### src/rtl/airi5c_align_shifter_if.sv
// Handshake and data bundle between the alignment shifter and its driver.
// The master side issues load/kill with operands; the slave side returns results.
interface airi5c_align_shifter_if #(
    parameter int n  = 24,
    parameter int SW = 8
);
    logic          kill;
    logic          load;
    logic [n-1:0]  in;
    logic [SW-1:0] shamt;
    logic [n-1:0]  out;
    logic          round_bit;
    logic          sticky_bit;
    logic          busy;
    logic          ready;

    modport master (
        output kill, load, in, shamt,
        input  out, round_bit, sticky_bit, busy, ready
    );

    modport slave (
        input  kill, load, in, shamt,
        output out, round_bit, sticky_bit, busy, ready
    );
endinterface

### src/rtl/airi5c_align_shifter.sv
// Multi-cycle right-shift alignment unit: shifts up to 4 positions per clock,
// accumulating round and sticky bits for the downstream rounding stage.
module airi5c_align_shifter #(
    parameter int n  = 24,
    parameter int SW = 8
) (
    input  logic                   clk,
    input  logic                   n_reset,
    airi5c_align_shifter_if.slave  bus
);
    localparam logic [0:0] IDLE  = 1'b0;
    localparam logic [0:0] SHIFT = 1'b1;

    localparam logic [SW-1:0] SAT_AMT  = SW'(n + 1);
    localparam logic [SW-1:0] MAX_STEP = SW'(4);

    logic [0:0]    state;
    logic [n-1:0]  mant;
    logic          r;
    logic          s;
    logic [SW-1:0] remain;
    logic          ready_q;

    logic [2:0]    k;
    logic [SW-1:0] remain_next;
    logic [n-1:0]  mant_next;
    logic          r_next;
    logic          lost;

    // Bits below the new round position feed sticky together with the old round bit.
    always_comb begin
        k           = (remain > MAX_STEP) ? 3'd4 : remain[2:0];
        remain_next = remain - SW'(k);
        mant_next   = mant >> k;
        r_next      = 1'b0;
        lost        = 1'b0;
        case (k)
            3'd1: begin
                r_next = mant[0];
            end
            3'd2: begin
                r_next = mant[1];
                lost   = mant[0];
            end
            3'd3: begin
                r_next = mant[2];
                lost   = |mant[1:0];
            end
            3'd4: begin
                r_next = mant[3];
                lost   = |mant[2:0];
            end
            default: begin
                r_next = 1'b0;
                lost   = 1'b0;
            end
        endcase
    end

    always_ff @(posedge clk or negedge n_reset) begin
        if (!n_reset) begin
            state   <= IDLE;
            mant    <= '0;
            r       <= 1'b0;
            s       <= 1'b0;
            remain  <= '0;
            ready_q <= 1'b0;
        end else begin
            ready_q <= 1'b0;
            if (bus.kill) begin
                state  <= IDLE;
                mant   <= '0;
                r      <= 1'b0;
                s      <= 1'b0;
                remain <= '0;
            end else begin
                case (state)
                    IDLE: begin
                        if (bus.load) begin
                            mant <= bus.in;
                            r    <= 1'b0;
                            s    <= 1'b0;
                            if (bus.shamt == '0) begin
                                ready_q <= 1'b1;
                            end else if (bus.shamt >= SAT_AMT) begin
                                mant    <= '0;
                                s       <= |bus.in;
                                ready_q <= 1'b1;
                            end else begin
                                remain <= bus.shamt;
                                state  <= SHIFT;
                            end
                        end
                    end
                    SHIFT: begin
                        mant   <= mant_next;
                        r      <= r_next;
                        s      <= s | r | lost;
                        remain <= remain_next;
                        if (remain_next == '0) begin
                            state   <= IDLE;
                            ready_q <= 1'b1;
                        end
                    end
                    default: begin
                        state <= IDLE;
                    end
                endcase
            end
        end
    end

    assign bus.out        = mant;
    assign bus.round_bit  = r;
    assign bus.sticky_bit = s;
    assign bus.busy       = (state == SHIFT);
    assign bus.ready      = ready_q;
endmodule
### src/flat_wrapper.sv
// flat-port wrapper written by rule: the top's interface ports become plain ports
module airi5c_align_shifter_flat 
#(
    parameter int n  = 24,
    parameter int SW = 8
)
  (clk, n_reset, bus_kill, bus_load, bus_in, bus_shamt, bus_out, bus_round_bit, bus_sticky_bit, bus_busy, bus_ready);
  airi5c_align_shifter_if #(.n(n), .SW(SW)) bus_i ();
  input  logic clk;
  input  logic n_reset;
  input wire logic [$bits(bus_i.kill)-1:0] bus_kill;
  input wire logic [$bits(bus_i.load)-1:0] bus_load;
  input wire logic [$bits(bus_i.in)-1:0] bus_in;
  input wire logic [$bits(bus_i.shamt)-1:0] bus_shamt;
  output wire logic [$bits(bus_i.out)-1:0] bus_out;
  output wire logic [$bits(bus_i.round_bit)-1:0] bus_round_bit;
  output wire logic [$bits(bus_i.sticky_bit)-1:0] bus_sticky_bit;
  output wire logic [$bits(bus_i.busy)-1:0] bus_busy;
  output wire logic [$bits(bus_i.ready)-1:0] bus_ready;
  assign bus_i.kill = bus_kill;
  assign bus_i.load = bus_load;
  assign bus_i.in = bus_in;
  assign bus_i.shamt = bus_shamt;
  assign bus_out = bus_i.out;
  assign bus_round_bit = bus_i.round_bit;
  assign bus_sticky_bit = bus_i.sticky_bit;
  assign bus_busy = bus_i.busy;
  assign bus_ready = bus_i.ready;
  airi5c_align_shifter #(.n(n), .SW(SW)) u_core (.clk(clk), .n_reset(n_reset), .bus(bus_i));
endmodule
### config.mk
export PLATFORM = sky130hd
export DESIGN_NAME = airi5c_align_shifter_flat
export DESIGN_NICKNAME = d
export VERILOG_FILES = /design/src/rtl/airi5c_align_shifter_if.sv /design/src/rtl/airi5c_align_shifter.sv /design/src/flat_wrapper.sv
export SDC_FILE = /design/constraint.sdc
export NUM_CORES = 1
export LEC_CHECK = 0
export BUFFER_PORTS_ARGS = -buffer_cell sky130_fd_sc_hd__buf_4
export CELL_PAD_IN_SITES_DETAIL_PLACEMENT = 0
export CELL_PAD_IN_SITES_GLOBAL_PLACEMENT = 1
export CORE_ASPECT_RATIO = 0.7
export CORE_MARGIN = 1.5
export CORE_UTILIZATION = 36
export DETAILED_ROUTE_END_ITERATION = 7
export PLACE_DENSITY = 0.76
export SYNTH_ARGS = -nofsm -noshare
export SYNTH_HDL_FRONTEND = slang
export SYNTH_SLANG_ARGS = --single-unit
### constraint.sdc
create_clock -name clk -period 2.7 [get_ports clk]
set_clock_uncertainty 0.15 [all_clocks]
set_input_delay 0.27 -clock clk [delete_from_list [all_inputs] [get_ports clk]]
set_output_delay 0.27 -clock clk [all_outputs]
set_load 0.05 [all_outputs]
==> results of run 1 <==
[per-stage QoR]
stage	area, um2	hold WS [ns]	utilization
final	3380	0.0790	0.464
after global routing	3380	0.104	0.464
after CTS	3380	0.0733	0.464
after detailed placement	3280	0.123	0.451
after global placement	3280	0.122	0.451
after floorplan	2710	-0.176	-
[how the worst max path moves through the flow]
stage / from / cells past startpoint / slack (ns) / endpoint
floorplan: u_core.remain[4] / 9 / 0.005 / u_core.bus.busy
detailed placement: u_core.remain[4] / 7 / 0.26 / u_core.bus.busy
global route: u_core.remain[4] / 7 / 0.16 / u_core.bus.busy
global placement: u_core.remain[4] / 7 / 0.34 / u_core.bus.busy
finish: u_core.remain[4] / 7 / 0.23 / u_core.bus.busy
CTS: u_core.remain[4] / 7 / 0.26 / u_core.bus.busy
[worst max-delay path, delay by kind of cell, from the launching register on]
family / cells / cell delay (ns)
simple gates: 6 / 1.52
flops: 1 / 0.46
fa+ha+maj: 1 / 0.24
[kinds of logic (layout without fill, tap and decap cells)]
logic type	Yosys count	count (layout)	share of synthesized area
muxes	26	26	0.0996
xor gates and xnor gates	2	2	0.00646
buffers and inverters	32	91	0.0544
AOI/OAI and AO/OA	110	110	0.270
adders and majority gates	2	2	0.00922
other	2	2	0.00277
DFF	36	36	0.332
and+or+nand+nor	116	116	0.225
[power groups by stage]
stage | clock (mW) | combinational [mW] | sequential (mW)
CTS | 0.417 | 0.390 | 0.593
finish | 0.408 | 0.394 | 0.594
global placement | 0 | 0.387 | 0.604
floorplan | 0 | 0.189 | 0.653
global route | 0.444 | 0.425 | 0.598
detailed placement | 0 | 0.388 | 0.603
[synthesized netlist by cell type (all sizes together), types with 3 or more instances]
master  instances  area share
clkbuf         18       0.025
o22ai           5       0.012
o211ai          5       0.014
mux2            8       0.033
nor2b           4      0.0092
nand3           6       0.011
a32oi           4       0.013
nand2          32       0.044
dfrtp          36        0.33
a221oi          6       0.019
o22a            4       0.013
nor3            9       0.020
nor2           28       0.039
or3             5       0.012
and3            3      0.0069
nand3b          3      0.0083
a311oi          6       0.019
a211oi          4       0.011
a21oi          31       0.057
nor4           10       0.029
nand2b          7       0.016
mux2i          18       0.066
o21ai          20       0.037
a22oi           9       0.025
buf             9       0.023
inv             5      0.0069
[state kept, by name (all words and copies together) (netlist names)]
name	flops
u_core.bus.ready	1
u_core.bus.sticky_bit	1
u_core.bus.out	24
u_core.bus.busy	1
u_core.remain	8
u_core.bus.round_bit	1
[area by class of cell]
cell class / count / share of cell area
Multi-Input combinational cell: 258 / 0.492
Inverter: 5 / 0.00555
Timing Repair Buffer: 78 / 0.174
Sequential cell: 36 / 0.266
Clock buffer: 8 / 0.0266
Tap cell: 98 / 0.0362
[per-layer routing]
metal / up-vias / part of all wire
li1: 1343 / -
met3: 4 / 0.094
met5: - / 0
met2: 158 / 0.41
met1: 1371 / 0.49
met4: 0 / 0.0044
==> results.md, run 1 <==
* Outcome: finished, final reports clean
* Worst-path clk slew at 0.07 ns
* Via density at 5.95
* Die Area at 8070 um2
* Worst Setup Start Kind: flip-flop
* Clk buf depth at 2
* Postcts setup bufs at 0
* Area of the multi-input gates at 1660 um2
* Int Pwr at 0.919 mW
* Register area share after synthesis at 0.332
* Commonest non-fill, non-tap cells in the layout: 77 x buf_4, 36 x dfrtp_1, 32 x nand2_1, 31 x a21oi_1, 28 x nor2_1
* Fillers at 752
* RR Endpoint: u_core.bus.busy
* Psw at 0.476 mW
* Cell Chain, Critical Path: or3_1, nand3b_1, nand2_1, ha_1, nand2b_1, or4_1, and3b_1
* CP max stage delay at 0.46 ns
* Rows at 26
* Sw Share at 0.341
* H-tree depth at 2
* Normalized max-slew margin at 0.561
* RR Startpoint: u_core.remain[4]
* Worst EP arrival at 2.50 ns
* Die height at 75.6 um
* Fin crit share at 0.913
* Fin. max-slew vios at 0
* Async S/R FF share, synth at 1.00
* Internal reg-to-reg setup slack at 0.23 ns
* VDD IR-drop max at 0.000166 V
* Final ANT Viol Nets at 0
* Gr usage total at 0.244
* Synth Instances at 326
* Distinct cells, synth at 57
* Synth warn at 0
* Placed Cells at 474
* Initial antenna violation count at 0
* Worst EP required at 2.73 ns
* Kind of critical path: reg -> reg
* Syn_area_per_cell at 8.32 um2
* Starting density of the core at 0.372
* CTS tree: built
* Vias in the first global route at 2592
* Fmax achieved at 406 MHz
* Drt first pass iters at 5
* CTS Hold Buffers Added at 1
* Non-filler cells, final at 483
* Ratio of cells with drive above 1 in the final layout at 0.257
* Ant. Diodes at 0
* CTS root buffer: clkbuf_8
* Worst-Skew Late Latency at 0.29 ns
* DR DRC count at 0
* Clock sink count at 36
* R2R depth at 7
* Die X-Extent at 107 um
* Pwr dens at 412 nW/um2
* Final nets at 422
* I/O pins at 64
* CTS Buf Count at 5
* Vias at 2876
* Placement Setup Slack at 0.264 ns
* Synth Net Count at 364
* Routed WL per cell at 19.5 um
* Total power at 1.40 mW
* Worst path slowest cell: dfrtp_1
* Post-cts resize count at 0
* Port Buffers at 63
* Met2 Usage GRT at 0.350
* Hold Path Class: in -> reg
* Max-cap violations at 0
* Reg area at 901 um2
* Area growth syn-to-layout at 24.8%
* Met1 Use GR at 0.372
* Clk network pwr share at 0.292
* Commonest non-fill, non-tap cell in the layout: buf_4
* GRT Max-Usage Layer: met1
* Setup ws final at 0.234 ns
* Total grt overflow at 0
* Cell area after synthesis at 2710 um2
* Global placement routability congestion at 0.853
* Hold Fails Final Rpt at 0
* Routed Wire Length at 9420 um
* Least-Margin Pin Slew at 0.652 ns
* Origin of the worst min-delay path: bus_shamt[0]
* Synth Flop Type: dfrtp_1
* Sum Neg Setup Slack at 0 ns
* First-pass GRT wire length at 14800 um
* Reg power frac at 0.425
* Combinational Power Share at 0.282
* Initial DRC count at 344
* Final setup violation count at 0
* Final HPWL DP at 6730 um
* Min-Delay Path Depth at 3
* Setup crit end kind: flip-flop
* Tmin final at 2.47 ns
* EDFF count, synth at 0
* Synthesized flop and latch total at 36
* Met3 Resource Use GR at 0.0539
* Leak at 1.43 nW
* Worst Hold Endpoint: u_core.remain[0]
* Largest net degree at the start of global routing at 49
* RSZ-0062 raised after global routing: no
* Core area at 7290 um2
* Critical path peak fanout at 7
Note: power is estimated with default switching activity, not from simulation.
==> inputs of run 2 (changes only) <==
--- a/config.mk
+++ b/config.mk
@@ -5,14 +5,15 @@
 export SDC_FILE = /design/constraint.sdc
 export NUM_CORES = 1
 export LEC_CHECK = 0
+export ABC_AREA = 1
 export BUFFER_PORTS_ARGS = -buffer_cell sky130_fd_sc_hd__buf_4
 export CELL_PAD_IN_SITES_DETAIL_PLACEMENT = 0
 export CELL_PAD_IN_SITES_GLOBAL_PLACEMENT = 1
 export CORE_ASPECT_RATIO = 0.7
 export CORE_MARGIN = 1.5
-export CORE_UTILIZATION = 36
+export CORE_UTILIZATION = 35
 export DETAILED_ROUTE_END_ITERATION = 7
-export PLACE_DENSITY = 0.76
+export PLACE_DENSITY_LB_ADDON = 0.1
 export SYNTH_ARGS = -nofsm -noshare
 export SYNTH_HDL_FRONTEND = slang
 export SYNTH_SLANG_ARGS = --single-unit
==> results.md, run 2 <==
* Distinct cells, synth at 40 (was 57)
* Ratio of cells with drive above 1 in the final layout at 0.212 (was 0.257)
* Async S/R FF share, synth at 1.00 (unchanged)
* Tmin final at 2.22 ns (was 2.47 ns)
* H-tree depth at 2 (unchanged)
* Non-filler cells, final at 671 (was 483)
* Leak at 1.98 nW (was 1.43 nW)
* Synth Instances at 488 (was 326)
* Worst EP required at 2.72 ns (was 2.73 ns)
* Hold Fails Final Rpt at 0 (unchanged)
* Commonest cells post-synth: 123 x nand2_1, 76 x nand3_1, 69 x inv_1, 36 x dfrtp_1, 31 x o21ai_0 (was 36 x dfrtp_1, 32 x nand2_1, 31 x a21oi_1, 28 x nor2_1, 19 x o21ai_0)
* Final setup violation count at 0 (unchanged)
* Vias in the first global route at 3120 (was 2592)
* Worst-Skew Late Latency at 0.28 ns (was 0.29 ns)
* Ranking of synthesized cells by area: dfrtp_1 28%, nand2_1 14%, nand3_1 12% (was dfrtp_1 33%, mux2i_1 6.6%, a21oi_1 5.7%)
* Cell area after synthesis at 3230 um2 (was 2710 um2)
* Port Buffers at 63 (unchanged)
* Outcome: finished, final reports clean (unchanged)
* EDFF count, synth at 0 (unchanged)
* CP max stage delay at 0.45 ns (was 0.46 ns)
* Vias at 3411 (was 2876)
* Final nets at 584 (was 422)
* Origin of the worst min-delay path: bus_shamt[2] (was bus_shamt[0])
* Commonest non-fill, non-tap cell in the layout: nand2_1 (was buf_4)
* CTS Buf Count at 5 (unchanged)
* Least-Margin Pin Slew at 0.517 ns (was 0.652 ns)
* Core area at 9000 um2 (was 7290 um2)
* Clock sink count at 36 (unchanged)
* Normalized max-slew margin at 0.655 (was 0.561)
* RSZ-0062 raised after global routing: no (unchanged)
* Hold Path Class: in -> reg (unchanged)
* Drt first pass iters at 5 (unchanged)
* Routed Wire Length at 10400 um (was 9420 um)
* Worst Setup Start Kind: flip-flop (unchanged)
* Starting density of the core at 0.359 (was 0.372)
* Final HPWL DP at 8030 um (was 6730 um)
* Fmax achieved at 450 MHz (was 406 MHz)
* RR Startpoint: u_core.remain[0] (was u_core.remain[4])
* CTS tree: built (unchanged)
* First-pass GRT wire length at 17100 um (was 14800 um)
* I/O pins at 64 (unchanged)
* Via density at 5.08 (was 5.95)
* Synth Flop Type: dfrtp_1 (unchanged)
* Final ANT Viol Nets at 0 (unchanged)
* Register area share after synthesis at 0.279 (was 0.332)
* CP startpoint: u_core.remain[0] (was u_core.remain[4])
* Cell Chain, Critical Path: inv_2, nand2_4, nand2_4, nand3_4, nor2_4, nand2_1, nand2_1, nand2_1, nand3_1, nand3_1, nand2_1, nand2_1 (was or3_1, nand3b_1, nand2_1, ha_1, nand2b_1, or4_1, and3b_1)
* Final Core Density at 0.435 (was 0.464)
* Worst path slowest cell: dfrtp_1 (unchanged)
* Fin crit share at 0.823 (was 0.913)
* Sum Neg Setup Slack at 0 ns (unchanged)
* Total grt overflow at 0 (unchanged)
* Worst EP arrival at 2.24 ns (was 2.50 ns)
* Setup ws final at 0.478 ns (was 0.234 ns)
* Rows at 29 (was 26)
* Largest net degree at the start of global routing at 44 (was 49)
* Max reg flops at 24 (unchanged)
* Largest delay share family, worst path: simple AND/OR/NAND/NOR gates (unchanged)
* Synthesized flop and latch total at 36 (unchanged)
* VDD IR-drop max at 0.000199 V (was 0.000166 V)
* Fin. max-slew vios at 0 (unchanged)
* DR DRC count at 0 (unchanged)
* Synth warn at 0 (unchanged)
* Synth Net Count at 526 (was 364)
* Placement Setup Slack at 0.490 ns (was 0.264 ns)
* Global placement routability congestion at 0.889 (was 0.853)
* Most frequent cell after synthesis: nand2_1 (was dfrtp_1)
* Die Area at 9820 um2 (was 8070 um2)
* Initial antenna violation count at 0 (unchanged)
* Worst Path Buf+Inv at 1 (was 0)
* Synth top area share at 0.279 (was 0.332)
* Commonest non-fill, non-tap cells in the layout: 123 x nand2_1, 76 x nand3_1, 69 x inv_1, 68 x buf_4, 36 x dfrtp_1 (was 77 x buf_4, 36 x dfrtp_1, 32 x nand2_1, 31 x a21oi_1, 28 x nor2_1)
* Placed Cells at 662 (was 474)
* Kind of critical path: reg -> reg (unchanged)
* Die X-Extent at 118 um (was 107 um)
* Syn_area_per_cell at 6.62 um2 (was 8.32 um2)
* Max-cap violations at 0 (unchanged)
* Internal reg-to-reg setup slack at 0.48 ns (was 0.23 ns)
* Area growth syn-to-layout at 21.2% (was 24.8%)
* Most frequent CP cell: nand2_1
* Routed WL per cell at 15.5 um (was 19.5 um)
* Post-cts resize count at 0 (unchanged)
* Initial DRC count at 319 (was 344)
* Critical path peak fanout at 15 (was 7)
* Gr usage total at 0.220 (was 0.244)
* Ant. Diodes at 0 (unchanged)
* Pwr dens at 470 nW/um2 (was 412 nW/um2)
* Setup crit end kind: flip-flop (unchanged)
* Largest area contributor in the netlist: dfrtp_1 (unchanged)
* CTS root buffer: clkbuf_16 (was clkbuf_8)
* Clk buf depth at 2 (unchanged)
* Die height at 83.4 um (was 75.6 um)
* Worst-path clk slew at 0.06 ns (was 0.07 ns)
[run 2: cell count changes in the layout (fill, tap and decap cells not counted), moves of 9 or more]
cell | before | now
nand2_1 | 32 | 123
nand3_1 | 6 | 76
inv_1 | 5 | 69
mux2i_1 | 18 | 0
a21oi_1 | 31 | 14
o211ai_1 | 5 | 19
o21ai_0 | 19 | 31
inv_2 | 0 | 10
buf_4 | 77 | 68
[run 2: path summary, 6_finish.rpt]
path / to / cells past startpoint
worst max-delay path: u_core.bus.out[1] / 12
worst min-delay path: u_core.remain[2] / 3
worst max register to register: u_core.bus.out[1] / 12
worst min register to register: u_core.bus.sticky_bit / 2
max in group asynchronous: u_core.bus.busy / 2
min in group asynchronous: u_core.remain[5] / 2
[run 2: power breakdown]
| part | internal (mW) | total (mW) | switching (mW) | leakage (nW) |
|---|---|---|---|---|
| clock | 0.369 | 0.600 | 0.231 | 0.0712 |
| sequential | 0.570 | 0.608 | 0.0380 | 0.482 |
| combinational | 0.201 | 0.634 | 0.432 | 1.43 |
[run 2: cells by family (layout without fill, tap and decap cells)]
family | count (synthesis) | count (layout) | synth area share
and+or+nand+nor | 266 | 266 | 0.418
buffers and inverters | 98 | 157 | 0.135
AOI/OAI and AO/OA | 84 | 84 | 0.158
DFF | 36 | 36 | 0.279
adders and majority gates | 2 | 2 | 0.00774
other | 2 | 2 | 0.00232
[run 2: routing by layer]
layer | GRT usage | routed length (um) | vias to the layer above | part of all wire
met2 | 0.293 | 4020 | 105 | 0.38
met1 | 0.364 | 5790 | 1576 | 0.55
li1 | - | - | 1722 | -
met4 | 0.0333 | 65 | 0 | 0.0062
met3 | 0.0378 | 559 | 8 | 0.054
met5 | 0 | 0 | - | 0
[run 2: repair_timing]
action                    CTS  global route
hold buffers                1             0
setup buffers               0             0
hold endpoints to repair   36             0
[run 2: stage by stage]
step | power (mW) | hold WS, ns | area, um2
5_1_grt | 1.95 | 0.131 | 3920
6_report | 1.84 | 0.0886 | 3920
4_1_cts | 1.85 | 0.0832 | 3920
3_5_place_dp | 1.25 | 0.129 | 3760
2_1_floorplan | 1.06 | -0.176 | 3230
3_3_place_gp | 1.25 | 0.133 | 3760
[run 2: final cells by class]
cell class                      instances  area [um2]
Clock buffer                            8         146
Fill cell                             980        5080
Inverter                               80         300
Multi-Input combinational cell        354        1890
Sequential cell                        36         901
Tap cell                              124         155
Timing Repair Buffer                   69         520
[run 2: worst min-delay path: stages]
cell     delay [ns]
buf_4          0.08
o21ai_0        0.06
o21ai_0        0.07
